## config.mk

```make
export PLATFORM = sky130hd
export DESIGN_NAME = vc_arbiter_ctrl
export DESIGN_NICKNAME = d
export VERILOG_FILES = /design/src/rtl/vc_arbiter_ctrl.sv
export SDC_FILE = /design/constraint.sdc
export NUM_CORES = 1
export LEC_CHECK = 0
export BUFFER_PORTS_ARGS = -buffer_cell sky130_fd_sc_hd__buf_4
export CAP_MARGIN = 40
export CORE_MARGIN = 5
export CORE_UTILIZATION = 45
export CTS_BUF_LIST = sky130_fd_sc_hd__clkbuf_8
export DETAILED_ROUTE_END_ITERATION = 12
export PLACE_DENSITY = 0.82
export REMOVE_ABC_BUFFERS = 1
export SETUP_SLACK_MARGIN = 0.4
export SLEW_MARGIN = 20
export SYNTH_ARGS = -nofsm -noshare
export SYNTH_HDL_FRONTEND = slang
export SYNTH_SLANG_ARGS = --single-unit
export TNS_END_PERCENT = 1
```

## constraint.sdc

```tcl
create_clock -name clk -period 3.4 [get_ports clk]
set_input_delay 0.68 -clock clk [delete_from_list [all_inputs] [get_ports clk]]
set_output_delay 0.68 -clock clk [all_outputs]
set_load 0.02 [all_outputs]
```

## src/rtl/vc_arbiter_ctrl.sv

```systemverilog
// vc_arbiter_ctrl: transmit-side scheduler draining two virtual-channel FIFOs
// (VC0, VC1) into two destination FIFOs (D0, D1). It pops at most one word per
// cycle using weighted priority: VC0 is favoured for up to 'weight' consecutive
// grants, and VC1 is never starved. Each popped word is steered to D0 or D1 by
// the routing bit DEST_BIT. Read-to-write latency is 1 cycle.
// Ports:
//   clk, reset (sync, active-low), init, cfg_vc0_weight  - clock, reset, configuration
//   vc*_empty/data/error, d*_full/almost_full/error      - FIFO status and data
//   vc*_rd, d*_wr, d_data                                - FIFO read and write strobes
//   state, idle, error_out                               - controller status
module vc_arbiter_ctrl #(
  parameter int DATA_WIDTH     = 6,
  parameter int DEST_BIT       = 4,
  parameter int WEIGHT_WIDTH   = 3,
  parameter int WEIGHT_DEFAULT = 3
) (
  input  logic                    clk,
  input  logic                    reset,
  input  logic                    init,
  input  logic [WEIGHT_WIDTH-1:0] cfg_vc0_weight,
  input  logic                    vc0_empty,
  input  logic                    vc1_empty,
  input  logic [DATA_WIDTH-1:0]   vc0_data,
  input  logic [DATA_WIDTH-1:0]   vc1_data,
  input  logic                    vc0_error,
  input  logic                    vc1_error,
  input  logic                    d0_full,
  input  logic                    d0_almost_full,
  input  logic                    d1_full,
  input  logic                    d1_almost_full,
  input  logic                    d0_error,
  input  logic                    d1_error,
  output logic                    vc0_rd,
  output logic                    vc1_rd,
  output logic                    d0_wr,
  output logic                    d1_wr,
  output logic [DATA_WIDTH-1:0]   d_data,
  output logic [2:0]              state,
  output logic                    idle,
  output logic                    error_out
);

  typedef enum logic [2:0] {
    S_RESET  = 3'd0,
    S_INIT   = 3'd1,
    S_IDLE   = 3'd2,
    S_ACTIVE = 3'd3,
    S_ERROR  = 3'd4
  } state_t;

  state_t                  st;
  logic [WEIGHT_WIDTH-1:0] weight;
  logic [WEIGHT_WIDTH-1:0] wcnt;
  logic [WEIGHT_WIDTH-1:0] weff;
  logic                    vld_q;
  logic                    src_q;
  logic                    any_err;
  logic                    can_pop;
  logic                    gnt0;
  logic                    gnt1;
  logic                    wr_ok;
  logic [DATA_WIDTH-1:0]   word;

  assign any_err = vc0_error | vc1_error | d0_error | d1_error;

  // A zero weight would starve VC0 entirely; treat it as 1.
  assign weff = (weight == '0) ? WEIGHT_WIDTH'(1) : weight;

  // The destination is only known after the read, so both destinations gate
  // the pop. An error input takes priority: no new pop into a dying pipeline.
  assign can_pop = (st == S_ACTIVE) & ~any_err &
                   ~d0_full & ~d0_almost_full & ~d1_full & ~d1_almost_full;

  assign gnt0 = can_pop & ~vc0_empty & ((wcnt < weff) | vc1_empty);
  assign gnt1 = can_pop & ~vc1_empty & ~gnt0;

  // The in-flight word is written only while still ACTIVE with no error;
  // entering ERROR (or an error arriving now) drops it.
  assign wr_ok = reset & vld_q & (st == S_ACTIVE) & ~any_err;
  assign word  = src_q ? vc1_data : vc0_data;

  assign vc0_rd    = reset & gnt0;
  assign vc1_rd    = reset & gnt1;
  assign d0_wr     = wr_ok & ~word[DEST_BIT];
  assign d1_wr     = wr_ok &  word[DEST_BIT];
  assign d_data    = wr_ok ? word : '0;
  assign state     = reset ? st : S_RESET;
  assign idle      = reset & (st == S_IDLE);
  assign error_out = reset & (st == S_ERROR);

  always_ff @(posedge clk) begin
    if (!reset) begin
      st     <= S_RESET;
      weight <= WEIGHT_WIDTH'(WEIGHT_DEFAULT);
      wcnt   <= '0;
      vld_q  <= 1'b0;
      src_q  <= 1'b0;
    end else begin
      vld_q <= gnt0 | gnt1;
      if (gnt1) begin
        src_q <= 1'b1;
      end else if (gnt0) begin
        src_q <= 1'b0;
      end

      if (gnt1) begin
        wcnt <= '0;
      end else if (gnt0) begin
        wcnt <= (wcnt < weff) ? wcnt + WEIGHT_WIDTH'(1) : weff;
      end

      case (st)
        S_RESET: st <= S_INIT;
        S_INIT: begin
          weight <= cfg_vc0_weight;
          if (any_err)   st <= S_ERROR;
          else if (!init) st <= S_IDLE;
        end
        S_IDLE: begin
          if (any_err)                      st <= S_ERROR;
          else if (init)                    st <= S_INIT;
          else if (!vc0_empty || !vc1_empty) st <= S_ACTIVE;
        end
        S_ACTIVE: begin
          if (any_err)                                st <= S_ERROR;
          else if (vc0_empty && vc1_empty && !vld_q) st <= S_IDLE;
        end
        S_ERROR: st <= S_ERROR;
        default: st <= S_ERROR;
      endcase
    end
  end

endmodule

```

**Word level (Yosys, flattened, before mapping)**

Index checks and enable logic that the tools add are counted.

- Input bits: 28
- Register bits after elaboration: 11
- Memory bits (read-only): 0
- Memories kept: 0
- Output and inout port bits: 15
- Bits in latches: 0
- RAM bits: 0
- Word-level logic and storage cells: 73

- Divide/modulo/power cells: 0
- Multipliers: 0
- Magnitude comparators: 1
- Bitwise logic cells: 33
- Shifts and indexed selects: 0
- Eq/ne operators: 7
- Muxes and demuxes: 15
- Reductions and logical operators: 11
- $add $sub $neg: 1

Operator list:

| operator | count |
|---|---|
| 3-bit 2-to-1 mux | 10 |
| 1-bit AND | 18 |
| 6-bit 2-to-1 mux | 2 |
| 3-bit case mux with 4 select lines | 1 |
| 1-bit inverter | 10 |
| 3-bit by 2-bit equality test with 1-bit output, second input constant | 2 |
| 3-bit logical NOT | 2 |
| 1-bit bitwise OR | 5 |
| 4-bit by 3-bit != test with 1-bit output, second input constant | 1 |
| 3-bit by 1-bit adder with 3-bit output, second input constant | 1 |
| 3-bit by 1-bit equality test with 1-bit output, second input constant | 1 |
| 3-bit equality test, second input constant | 1 |
| 1-bit logical NOT | 3 |
| 3-bit < comparator | 1 |
| 3-bit by 2-bit != test with 1-bit output, second input constant | 1 |
| 3-bit != test, second input constant | 1 |
| 3-bit AND reduction | 1 |
| 1-bit logical AND | 2 |
| 1-bit 2-to-1 mux | 2 |
| 2-bit nonzero test | 1 |
| 2-bit OR reduction | 1 |
| 1-bit logical OR | 1 |

**Logic depth before layout (Yosys ltp)**

Gate-level depths: netlist of run 1.

- Word-level depth: 14
- Depth in mapped cells: 7
- Depth with buffers taken out: 7

**Worst setup path after synthesis of run 1**

OpenSTA, ideal clock, no wires.

- Kind: input port to output port
- From: input port vc1_error
- To: output port vc0_rd
- Path buffers: 2
- Stages on the path: 6
- Path slack: 0.199 ns
- Data arrival time: 2.521 ns
- Cells stage by stage: or4_1 buf_2 or4_1 buf_2 a211oi_4 and2_1

- Cells in the longest elaborated chain, start to end: 12

RTL lines:

| what | RTL line | RTL |
|---|---|---|
| start: declaration | 26 | `input logic vc1_error,` |
| 1-bit bitwise OR (3 in a row) | 64 | `assign any_err = vc0_error \| vc1_error \| d0_error \| d1_error;` |
| 1-bit inverter | 71 | `assign can_pop = (st == S_ACTIVE) & ~any_err &` |
| 1-bit AND (2 in a row) | 71 |  |
| 1-bit AND (3 in a row) | 72 | `~d0_full & ~d0_almost_full & ~d1_full & ~d1_almost_full;` |
| 1-bit AND (2 in a row) | 74 | `assign gnt0 = can_pop & ~vc0_empty & ((wcnt < weff) \| vc1_empty);` |
| 1-bit AND | 82 | `assign vc0_rd = reset & gnt0;` |
| end: declaration | 33 | `output logic vc0_rd,` |

Every way passes these cells.

**Worst setup path after layout of run 1**

- From: input port d0_full
- To: output port vc0_rd

- Cells in the longest elaborated chain, start to end: 8

RTL lines:

| what | RTL line | RTL |
|---|---|---|
| start: declaration | 27 | `input logic d0_full,` |
| 1-bit inverter | 72 |  |
| 1-bit AND | 71 |  |
| 1-bit AND (3 in a row) | 72 |  |
| 1-bit AND (2 in a row) | 74 |  |
| 1-bit AND | 82 |  |

Every way passes these cells.

==> run_results.csv, run 1 <==
group,metric,value,unit
final_layout,area_growth,50.6,%
routing,finalWirelength,2480,microns
final_layout,final_nets,179,
die,core,1690,sq um
sta,finalSetupViolCount,0,
synth,yosysTopAreaCellShare,0.283,
die,die_x,51.6,microns
cts,clock_latency,0.24,ns
sta,finalHoldViolations,0,
worst_setup_path,worst-path-max-fanout,3,
final_layout,multi_input_area,519,sq um
routing,wl_per_cell,15.1,microns
sta,finalCriticalPeriod,3.04,ns
sta,worstMarginPinSlew,0.658,ns
worst_setup_path,start_kind,"input port",
synth,synth_top_flop_cell,"dfxtp_1",
worst_setup_path,crit_path_end,"vc0_rd",
worst_setup_path,cp.depth,6,
sta,rsz0062_at_grt,"yes",
worst_setup_path,r2r-start,"st[1]$_SDFFE_PN0P_",
synth,synth_cell_types,33,
worst_setup_path,cp_top_family,"simple AND/OR/NAND/NOR gates",
synth,postSynthCellCount,103,
worst_setup_path,startpoint,"d0_full",
cts,clkTransAtPathRegs,0.05,ns
placement,placed_area,1110,sq um
cts,clockBufferDepth,2,
final_layout,postLayoutCellArea,1170,sq um
pwr,peakVddDrop,264,uV
routing,remaining_drc_errors,0,
sta,max_slew_margin,0.561,
grt,first_global_vias,915,
grt,grt_antenna_before_repair,0,
grt,grt_util_all_layers,0.196,
pwr,p_leak,0.532,nW
die,fp-row-count,15,
worst_setup_path,cpMostUsedCell,"buf_4",
final_layout,seq_area,220,sq um
worst_setup_path,r2r_cells,6,
worst_setup_path,r2r_setup_slack,1.01,ns
flow_run,cap_violations,0,
cts,cts_root_buf,"clkbuf_8",
worst_setup_path,crit_path_end_kind,"output port",
synth,yosysTopAreaCell,"dfxtp_1",
die,fp.dieH,51.6,microns
synth,async_reset_ff_frac,0,
synth,synth_commonest_cells,"nor2_1 (19), dfxtp_1 (11), mux2i_1 (8), nand2_1 (7), o21ai_0 (7)",
sta,setup_tns,0,ns
routing,drtPass1Iterations,4,
worst_setup_path,critical_path.cell_chain,"buf_4, or4b_1, or4_4, a211oi_4, and2_1, buf_4",
cts,cts_tree,"done",
worst_setup_path,cp.arrival,2.36,ns
final_layout,finalNonFillerCells,164,
placement,place_ws,0.252,ns
final_layout,num_antenna_cells,0,
final_layout,nFillCells,148,
synth,ys_warn_count,0,
worst_setup_path,cp.required,2.72,ns
worst_setup_path,worst-setup-path-type,"in2out",
synth,syn_area_per_cell,7.57,sq um
sta,setup_ws,0.363,ns
pwr,powerDensity,292,nW/um^2
grt,grt_pass1_wl,3910,microns
worst_setup_path,r2r-end,"wcnt[2]$_SDFFE_PP0P_",
sta,fmax,329,MHz
sta,post-route-period-util,0.893,
final_layout,drive_above_1_share,0.374,
synth,netlist_area,779,sq um
sta,fin_skew,0.000720,ns
grt,grt_max_degree,11,
worst_setup_path,cp.buffers_inverters,2,
worst_setup_path,cpPeakStageDelay,0.59,ns
worst_hold_path,worst_hold_path_type,"reg2reg",
routing,routed_via_density,5.51,
synth,synth-seq-cells,11,
synth,yosysSeqAreaShare,0.283,
placement,gp_congestion,0.746,
sta,maxSlewViolCount,0,
routing,ant_nets,0,
routing,num_vias,904,
synth,synth.most_common_cell,"nor2_1",
synth,synth_edf_count,0,
die,initial_core_util,0.461,
die,io_pins,43,
placement,io_buffers,42,
cts,cts_made_buffers,3,
worst_setup_path,cpMaxStageDelayCell,"or4_4",
placement,dp_hpwl,1970,microns
placement,place_inst,159,
cts,clock-sinks,11,
die,fp.dieArea,2660,sq um
cts,cts_setup_buffers,0,
routing,drt_iter0_drc,19,
synth,synth.area.top_cells,"dfxtp_1 (28%), mux2i_1 (10%), nor2_1 (9.1%)",
grt,overflow,0,
cts,htree_levels,1,
outcome,outcome,"finished clean",
[kinds of logic after synthesis]
family | share of synthesized area
buf+inv | 0.0706
mux | 0.132
xor+xnor | 0.0112
compound gates | 0.207
flops | 0.283
fa+ha+maj | 0.0482
simple gates | 0.249
[layout by cell type, fill, tap and decap left out, drive strengths merged]
cell | netlist | final
o21a | 1 | 1
a21oi | 6 | 6
or4 | 3 | 3
mux2i | 8 | 8
o22ai | 1 | 1
clkbuf | 3 | 4
or2 | 1 | 1
a22oi | 1 | 1
nand2b | 1 | 1
a211oi | 4 | 4
mux2 | 2 | 2
a31o | 1 | 1
nand3 | 2 | 2
o21ai | 7 | 7
nor2b | 2 | 2
xor2 | 1 | 1
and2 | 2 | 2
a2111oi | 1 | 1
nor3 | 2 | 2
inv | 6 | 7
nand2 | 7 | 7
buf | 3 | 45
clkinv | 1 | 1
dfxtp | 11 | 11
o21bai | 1 | 1
nor4 | 1 | 1
nor2 | 19 | 19
or4b | 1 | 1
o211ai | 1 | 1
ha | 3 | 3
[how the worst min path moves through the flow]
stage	slack (ns)	endpoint	from	cells past startpoint
final	0.49	weight[0]$_SDFFE_PN1P_	weight[0]$_SDFFE_PN1P_	2
after global routing	0.53	weight[0]$_SDFFE_PN1P_	weight[0]$_SDFFE_PN1P_	2
after CTS	0.50	weight[0]$_SDFFE_PN1P_	weight[0]$_SDFFE_PN1P_	2
after detailed placement	0.49	weight[0]$_SDFFE_PN1P_	weight[0]$_SDFFE_PN1P_	2
after global placement	0.48	weight[0]$_SDFFE_PN1P_	weight[0]$_SDFFE_PN1P_	2
after floorplan	0.46	weight[0]$_SDFFE_PN1P_	weight[0]$_SDFFE_PN1P_	2
[per-stage QoR]
step	util	total power [mW]	hold slack (ns)
after floorplan	-	0.173	0.460
after global placement	0.657	0.209	0.478
after detailed placement	0.657	0.212	0.490
after CTS	0.686	0.345	0.497
after global routing	0.695	0.359	0.529
final	0.695	0.343	0.493
[state kept, by name, indices dropped and copies added (netlist names)]
register / count
src_q: 1
st: 3
vld_q: 1
wcnt: 3
weight: 3
[what timing repair did]
action / in CTS / in global routing
endpoints found under the setup margin: 2 / 4
hold buffers: 0 / 0
gates resized for setup: 1 / 4
pin swaps: 2 / 2
[power by group]
part / switching, mW / internal, mW
combinational: 0.0318 / 0.0360
sequential: 0.00702 / 0.136
clock: 0.0525 / 0.0796
[worst reg2reg max path, stage by stage, from the launching register on]
cell      delay (ns)
dfxtp_1         0.49
or4b_1          0.47
or4_4           0.59
a211oi_4        0.18
buf_4           0.17
mux2_2          0.33
nor2_1          0.09
[layer usage]
metal,GRT usage,part of all wire,vias to the layer above
met5,0,0,-
met4,0.118,0.024,0
met3,0.0544,0.088,7
met2,0.367,0.52,49
met1,0.188,0.36,402
li1,-,-,446
[layout make-up]
class                           instances  area share
Sequential cell                        11       0.188
Multi-Input combinational cell         79       0.442
Tap cell                               17      0.0181
Inverter                                7      0.0224
Clock inverter                          1     0.00320
Clock buffer                            3      0.0352
Timing Repair Buffer                   46       0.291
Power figures use the tool's default switching activity.
==> inputs of run 2 (changes only) <==
ABC_AREA = 1   (was unset)
PLACE_DENSITY = 0.81   (was 0.82)
==> run 2 against run 1 <==
Against the previous run: sequential power is essentially flat; via count grew 7.5%; area after synthesis grew 2.2%; critical path type is now reg2out; critical endpoint is now vc1_rd; largest power group unchanged; highest routed layer unchanged.
==> run_results.csv, run 2 <==
group,metric,value,unit
pwr,clkPwrFrac,0.370,
final_layout,mostFrequentLayoutCells,"buf_4 (42), nand2_1 (39), inv_1 (18)",
synth,synth_top_flop_cell,"dfxtp_1",
routing,num_vias,972,
cts,cts_setup_buffers,0,
die,fp.dieArea,2710,sq um
synth,yosysTopAreaCell,"dfxtp_1",
sta,max_slew_margin,0.760,
synth,synth-seq-cells,11,
routing,ant_nets,0,
synth,synth.area.top_cells,"dfxtp_1 (28%), nand2_1 (18%), a21oi_1 (9.4%)",
worst_setup_path,r2r_setup_slack,1.68,ns
pwr,peakVddDrop,241,uV
worst_setup_path,worst-setup-path-type,"reg2out",
sta,setup_tns,0,ns
grt,overflow,0,
worst_setup_path,start_kind,"register",
worst_setup_path,crit_path_end_kind,"output port",
pwr,switching_share,0.262,
final_layout,layout_commonest_cell,"buf_4",
pwr,p_leak,0.644,nW
final_layout,top_regs,"st: 3 flops, wcnt: 3 flops, weight: 3 flops",
pwr,p_int,0.253,mW
cts,clockBufferDepth,2,
final_layout,drive_above_1_share,0.297,
synth,ys_warn_count,0,
grt,grt_pass1_wl,3660,microns
cts,clkTransAtPathRegs,0.05,ns
pwr,power,0.342,mW
sta,maxSlewViolCount,0,
die,fp-row-count,15,
sta,worstMarginPinSlew,0.358,ns
sta,fmax,386,MHz
worst_hold_path,worst_hold_path_type,"reg2reg",
worst_setup_path,cpMostUsedCell,"nand2_1",
cts,cts_made_buffers,3,
sta,post-route-period-util,0.761,
placement,dp_hpwl,1830,microns
worst_setup_path,worst-path-max-fanout,6,
cts,cts_resized,0,
die,die_x,52.1,microns
worst_setup_path,critical_path.cell_chain,"inv_1, ha_1, a21oi_1, nand2_1, nand2_1, nand2_4, nand2_2, nor2_1, buf_4",
sta,rsz0062_at_grt,"no",
synth,yosysSeqAreaShare,0.276,
grt,grt_max_degree,10,
sta,finalCriticalPeriod,2.59,ns
synth,async_reset_ff_frac,0,
placement,gp_congestion,0.926,
routing,drtPass1Iterations,4,
die,fp.dieH,52.1,microns
sta,fin_skew,0.00451,ns
pwr,powerDensity,292,nW/um^2
die,initial_core_util,0.467,
routing,wl_per_cell,11.1,microns
synth,syn_area_per_cell,6.04,sq um
cts,clock_latency,0.24,ns
cts,clock-sinks,11,
grt,grt_antenna_before_repair,0,
flow_run,cap_violations,0,
final_layout,final_nets,207,
final_layout,area_growth,46.9,%
synth,synth_commonest_cells,"nand2_1 (39), inv_1 (17), a21oi_1 (15), nor2_1 (15), dfxtp_1 (11)",
grt,first_global_vias,883,
final_layout,num_antenna_cells,0,
worst_setup_path,cp.arrival,1.91,ns
worst_setup_path,cpMaxStageDelayCell,"dfxtp_1",
sta,finalSetupViolCount,0,
grt,grt_util_all_layers,0.177,
synth,postSynthCellCount,132,
pwr,p_comb_frac,0.205,
cts,cts_tree,"done",
synth,netlist_area,797,sq um
routing,finalWirelength,2210,microns
synth,synth_edf_count,0,
routing,remaining_drc_errors,0,
worst_setup_path,cp.required,2.72,ns
pwr,netSwitchingPower,0.0896,mW
routing,routed_via_density,4.86,
worst_setup_path,cpPeakStageDelay,0.38,ns
cts,ctsHoldBuffers,0,
sta,finalHoldViolations,0,
pwr,seqPwrFrac,0.425,
synth,synth_cell_types,22,
die,core,1710,sq um
synth,yosysTopAreaCellShare,0.276,
synth,synth.most_common_cell,"nand2_1",
routing,drt_iter0_drc,10,
placement,io_buffers,42,
outcome,outcome,"finished clean",
final_layout,nFillCells,151,
die,io_pins,43,
cts,cts_root_buf,"clkbuf_8",
cts,htree_levels,1,
-- run 2: layout make-up --
| cell class | count | area, sq um | area share |
|---|---|---|---|
| Multi-Input combinational cell | 99 | 488 | 0.417 |
| Timing Repair Buffer | 42 | 315 | 0.269 |
| Sequential cell | 11 | 220 | 0.188 |
| Inverter | 19 | 71.3 | 0.0609 |
| Clock buffer | 3 | 41.3 | 0.0353 |
| Tap cell | 25 | 31.3 | 0.0267 |
| Clock inverter | 1 | 3.75 | 0.00321 |
-- run 2: worst paths after layout --
check | from | to | cells after the start
setup / recovery | weight[2]$_SDFFE_PN0P_ | vc1_rd | 9
hold / removal | weight[0]$_SDFFE_PN1P_ | weight[0]$_SDFFE_PN1P_ | 2
setup reg to reg | weight[2]$_SDFFE_PN0P_ | wcnt[2]$_SDFFE_PP0P_ | 9
hold reg to reg | weight[0]$_SDFFE_PN1P_ | weight[0]$_SDFFE_PN1P_ | 2
-- run 2: stage by stage --
stage | worst slack [ns] | util | cells | hold slack (ns) | area (sq um)
2_1_floorplan | 0.973 | - | 129 | 0.457 | 779
3_3_place_gp | 1.01 | 0.659 | 196 | 0.484 | 1130
3_5_place_dp | 0.970 | 0.659 | 196 | 0.490 | 1130
4_1_cts | 0.802 | 0.686 | 200 | 0.504 | 1170
5_1_grt | 0.675 | 0.686 | 200 | 0.533 | 1170
6_report | 0.812 | 0.686 | 200 | 0.501 | 1170
-- run 2: cells by family (layout without fill, tap and decap cells) --
logic type / count (synthesis) / after routing / synth area share
compound gates: 25 / 25 / 0.166
xor+xnor: 1 / 1 / 0.0110
fa+ha+maj: 3 / 3 / 0.0471
buf+inv: 22 / 65 / 0.111
flops: 11 / 11 / 0.276
simple gates: 70 / 70 / 0.388
-- run 2: layer usage --
layer	global-route usage	routed length (microns)
met5	0	0
met4	0.0655	8
met3	0.0458	203
met2	0.308	1050
met1	0.206	945
-- run 2: worst max-delay path: cells and delay by family (launching register included) --
kind                     cells  cell delay [ns]
buffers and inverters        2             0.22
adder cells (fa/ha/maj)      1             0.30
AO/OA/AOI/OAI                1             0.28
AND/OR/NAND/NOR              5             0.48
flip-flops                   1             0.38
-- run 2: power by group through the flow --
stage / registers, mW / logic, mW / clock network, mW
after floorplan: 0.146 / 0.0348 / 0
after global placement: 0.148 / 0.0686 / 0
after detailed placement: 0.148 / 0.0703 / 0
after CTS: 0.145 / 0.0708 / 0.130
after global routing: 0.147 / 0.0793 / 0.138
final: 0.145 / 0.0701 / 0.127
==> inputs of run 3 (changes only) <==
CORE_UTILIZATION = 41   (was 45)
PLACE_DENSITY = 0.78   (was 0.81)
clock period = 2.1 ns   (was 3.4 ns; I/O delays follow)
==> run 3 against run 2 <==
Against the previous run: core utilization rose by 1.6 points; wire length rose by 15%; final area rose by 14%; sequential power rose by 61%; clock-buffer cell count did not move; setup slack got worse by 0.65 ns; via count rose by 4.1%; sequential share of layout area fell by 1.4 points; cell count rose by 6.0%; non-clock buffer count rose by 10; critical path type unchanged; critical endpoint is now vc0_rd.
==> run_results.csv, run 3 (same netlist as run 2, synthesis figures left out) <==
group,metric,value,unit
routing,drtPass1Iterations,4,
final_layout,layout_commonest_cell,"buf_4",
worst_setup_path,crit_path_end_kind,"output port",
die,fp-row-count,16,
routing,finalWirelength,2540,microns
worst_setup_path,r2r_setup_slack,0.49,ns
cts,clock_latency,0.24,ns
routing,num_vias,1012,
sta,holdWs,0.414,ns
final_layout,num_antenna_cells,0,
cts,cts_root_buf,"clkbuf_8",
final_layout,postLayoutCellArea,1330,sq um
sta,maxSlewViolCount,0,
sta,fin_skew,0.00664,ns
sta,setup_ws,0.165,ns
final_layout,final_nets,217,
die,fp.dieArea,2930,sq um
pwr,power,0.586,mW
flow_run,cap_violations,0,
cts,cts_tree,"done",
placement,placed_area,1140,sq um
worst_setup_path,cp.arrival,1.52,ns
die,initial_core_util,0.419,
cts,ctsHoldBuffers,0,
pwr,p_leak,0.688,nW
final_layout,drive_above_1_share,0.454,
grt,grt_util_all_layers,0.182,
grt,grt_antenna_before_repair,0,
grt,overflow,0,
cts,htree_levels,1,
placement,io_buffers,42,
worst_setup_path,cpMostUsedCell,"nand2_2",
die,die_x,54.1,microns
die,fp.dieH,54.1,microns
sta,rsz0062_at_grt,"yes",
worst_setup_path,cpPeakStageDelay,0.33,ns
worst_hold_path,worst_hold_path_type,"in2reg",
sta,max_slew_margin,0.755,
routing,routed_via_density,4.77,
placement,dp_hpwl,1790,microns
final_layout,area_growth,67.3,%
routing,drt_iter0_drc,10,
worst_setup_path,cp_top_family,"flip-flops",
cts,clkTransAtPathRegs,0.05,ns
routing,wl_per_cell,12.0,microns
grt,first_global_vias,936,
worst_setup_path,critical_path.cell_chain,"inv_2, ha_4, a21oi_4, nand2_2, nand2_2, nand2_4, nor2_2, buf_4",
placement,gp_congestion,0.825,
worst_setup_path,cp.buffers_inverters,2,
sta,finalCriticalPeriod,1.94,ns
cts,cts_made_buffers,3,
sta,post-route-period-util,0.922,
die,io_pins,43,
pwr,powerDensity,439,nW/um^2
worst_setup_path,cpMaxStageDelayCell,"dfxtp_2",
sta,setup_tns,0,ns
cts,clockBufferDepth,2,
sta,fmax,517,MHz
cts,clock-sinks,11,
outcome,outcome,"finished clean",
placement,place_ws,0.111,ns
grt,grt_pass1_wl,3880,microns
final_layout,top_regs,"st: 3 flops, wcnt: 3 flops, weight: 3 flops",
die,core,1900,sq um
final_layout,mostFrequentLayoutCells,"buf_4 (51), nand2_1 (35), inv_1 (14), a21oi_1 (14), nor2_1 (12)",
worst_setup_path,worst-path-max-fanout,3,
worst_setup_path,cp.required,1.68,ns
grt,grt_max_degree,10,
worst_setup_path,worst-setup-path-type,"reg2out",
routing,ant_nets,0,
routing,remaining_drc_errors,0,
sta,finalHoldViolations,0,
pwr,peakVddDrop,468,uV
sta,worstMarginPinSlew,0.367,ns
worst_setup_path,start_kind,"register",
sta,finalSetupViolCount,0,
[run 3: area by class of cell]
type	count	area, sq um
fill	158	568
multi-input combinational	99	557
timing repair buffer	52	394
sequential	11	231
inverter	19	71.3
clock buffer	3	41.3
tap	27	33.8
clock inverter	1	5.00
[run 3: layer usage]
layer  GRT usage  wire length (microns)  up-vias  share of wire
met5           0                      0        -              0
met2       0.351                   1320       34           0.52
li1            -                      -      525              -
met4      0.0913                     61        0          0.024
met3      0.0443                    235        8          0.093
met1       0.176                    917      445           0.36
[run 3: worst paths after layout]
| kind | startpoint | end | cells past startpoint |
|---|---|---|---|
| setup / recovery | weight[2]$_SDFFE_PN0P_ | vc0_rd | 8 |
| hold / removal | cfg_vc0_weight[1] | weight[1]$_SDFFE_PN1P_ | 3 |
| setup reg to reg | weight[2]$_SDFFE_PN0P_ | wcnt[2]$_SDFFE_PP0P_ | 11 |
| hold reg to reg | wcnt[0]$_SDFFE_PP0P_ | wcnt[0]$_SDFFE_PP0P_ | 2 |
[run 3: per-stage QoR]
stage / util / instances
2_1_floorplan: - / 129
4_1_cts: 0.680 / 209
5_1_grt: 0.701 / 212
3_5_place_dp: 0.597 / 199
6_report: 0.701 / 212
3_3_place_gp: 0.597 / 199
[run 3: worst min-delay path, cell delays in order]
cell	delay (ns)
buf_4	0.08
a21oi_1	0.05
o21ai_0	0.07
[run 3: power breakdown]
part	internal, mW	leakage [nW]	switching [mW]	total, mW
clock	0.130	0.0255	0.0790	0.209
sequential	0.223	0.0924	0.0109	0.234
combinational	0.0729	0.570	0.0704	0.143
[run 3: repair_timing]
item,CTS,global route
endpoints found under the hold margin,0,0
setup endpoints to repair,10,10
resized for setup,19,7
pin swaps,8,5
buffers inserted,6,3
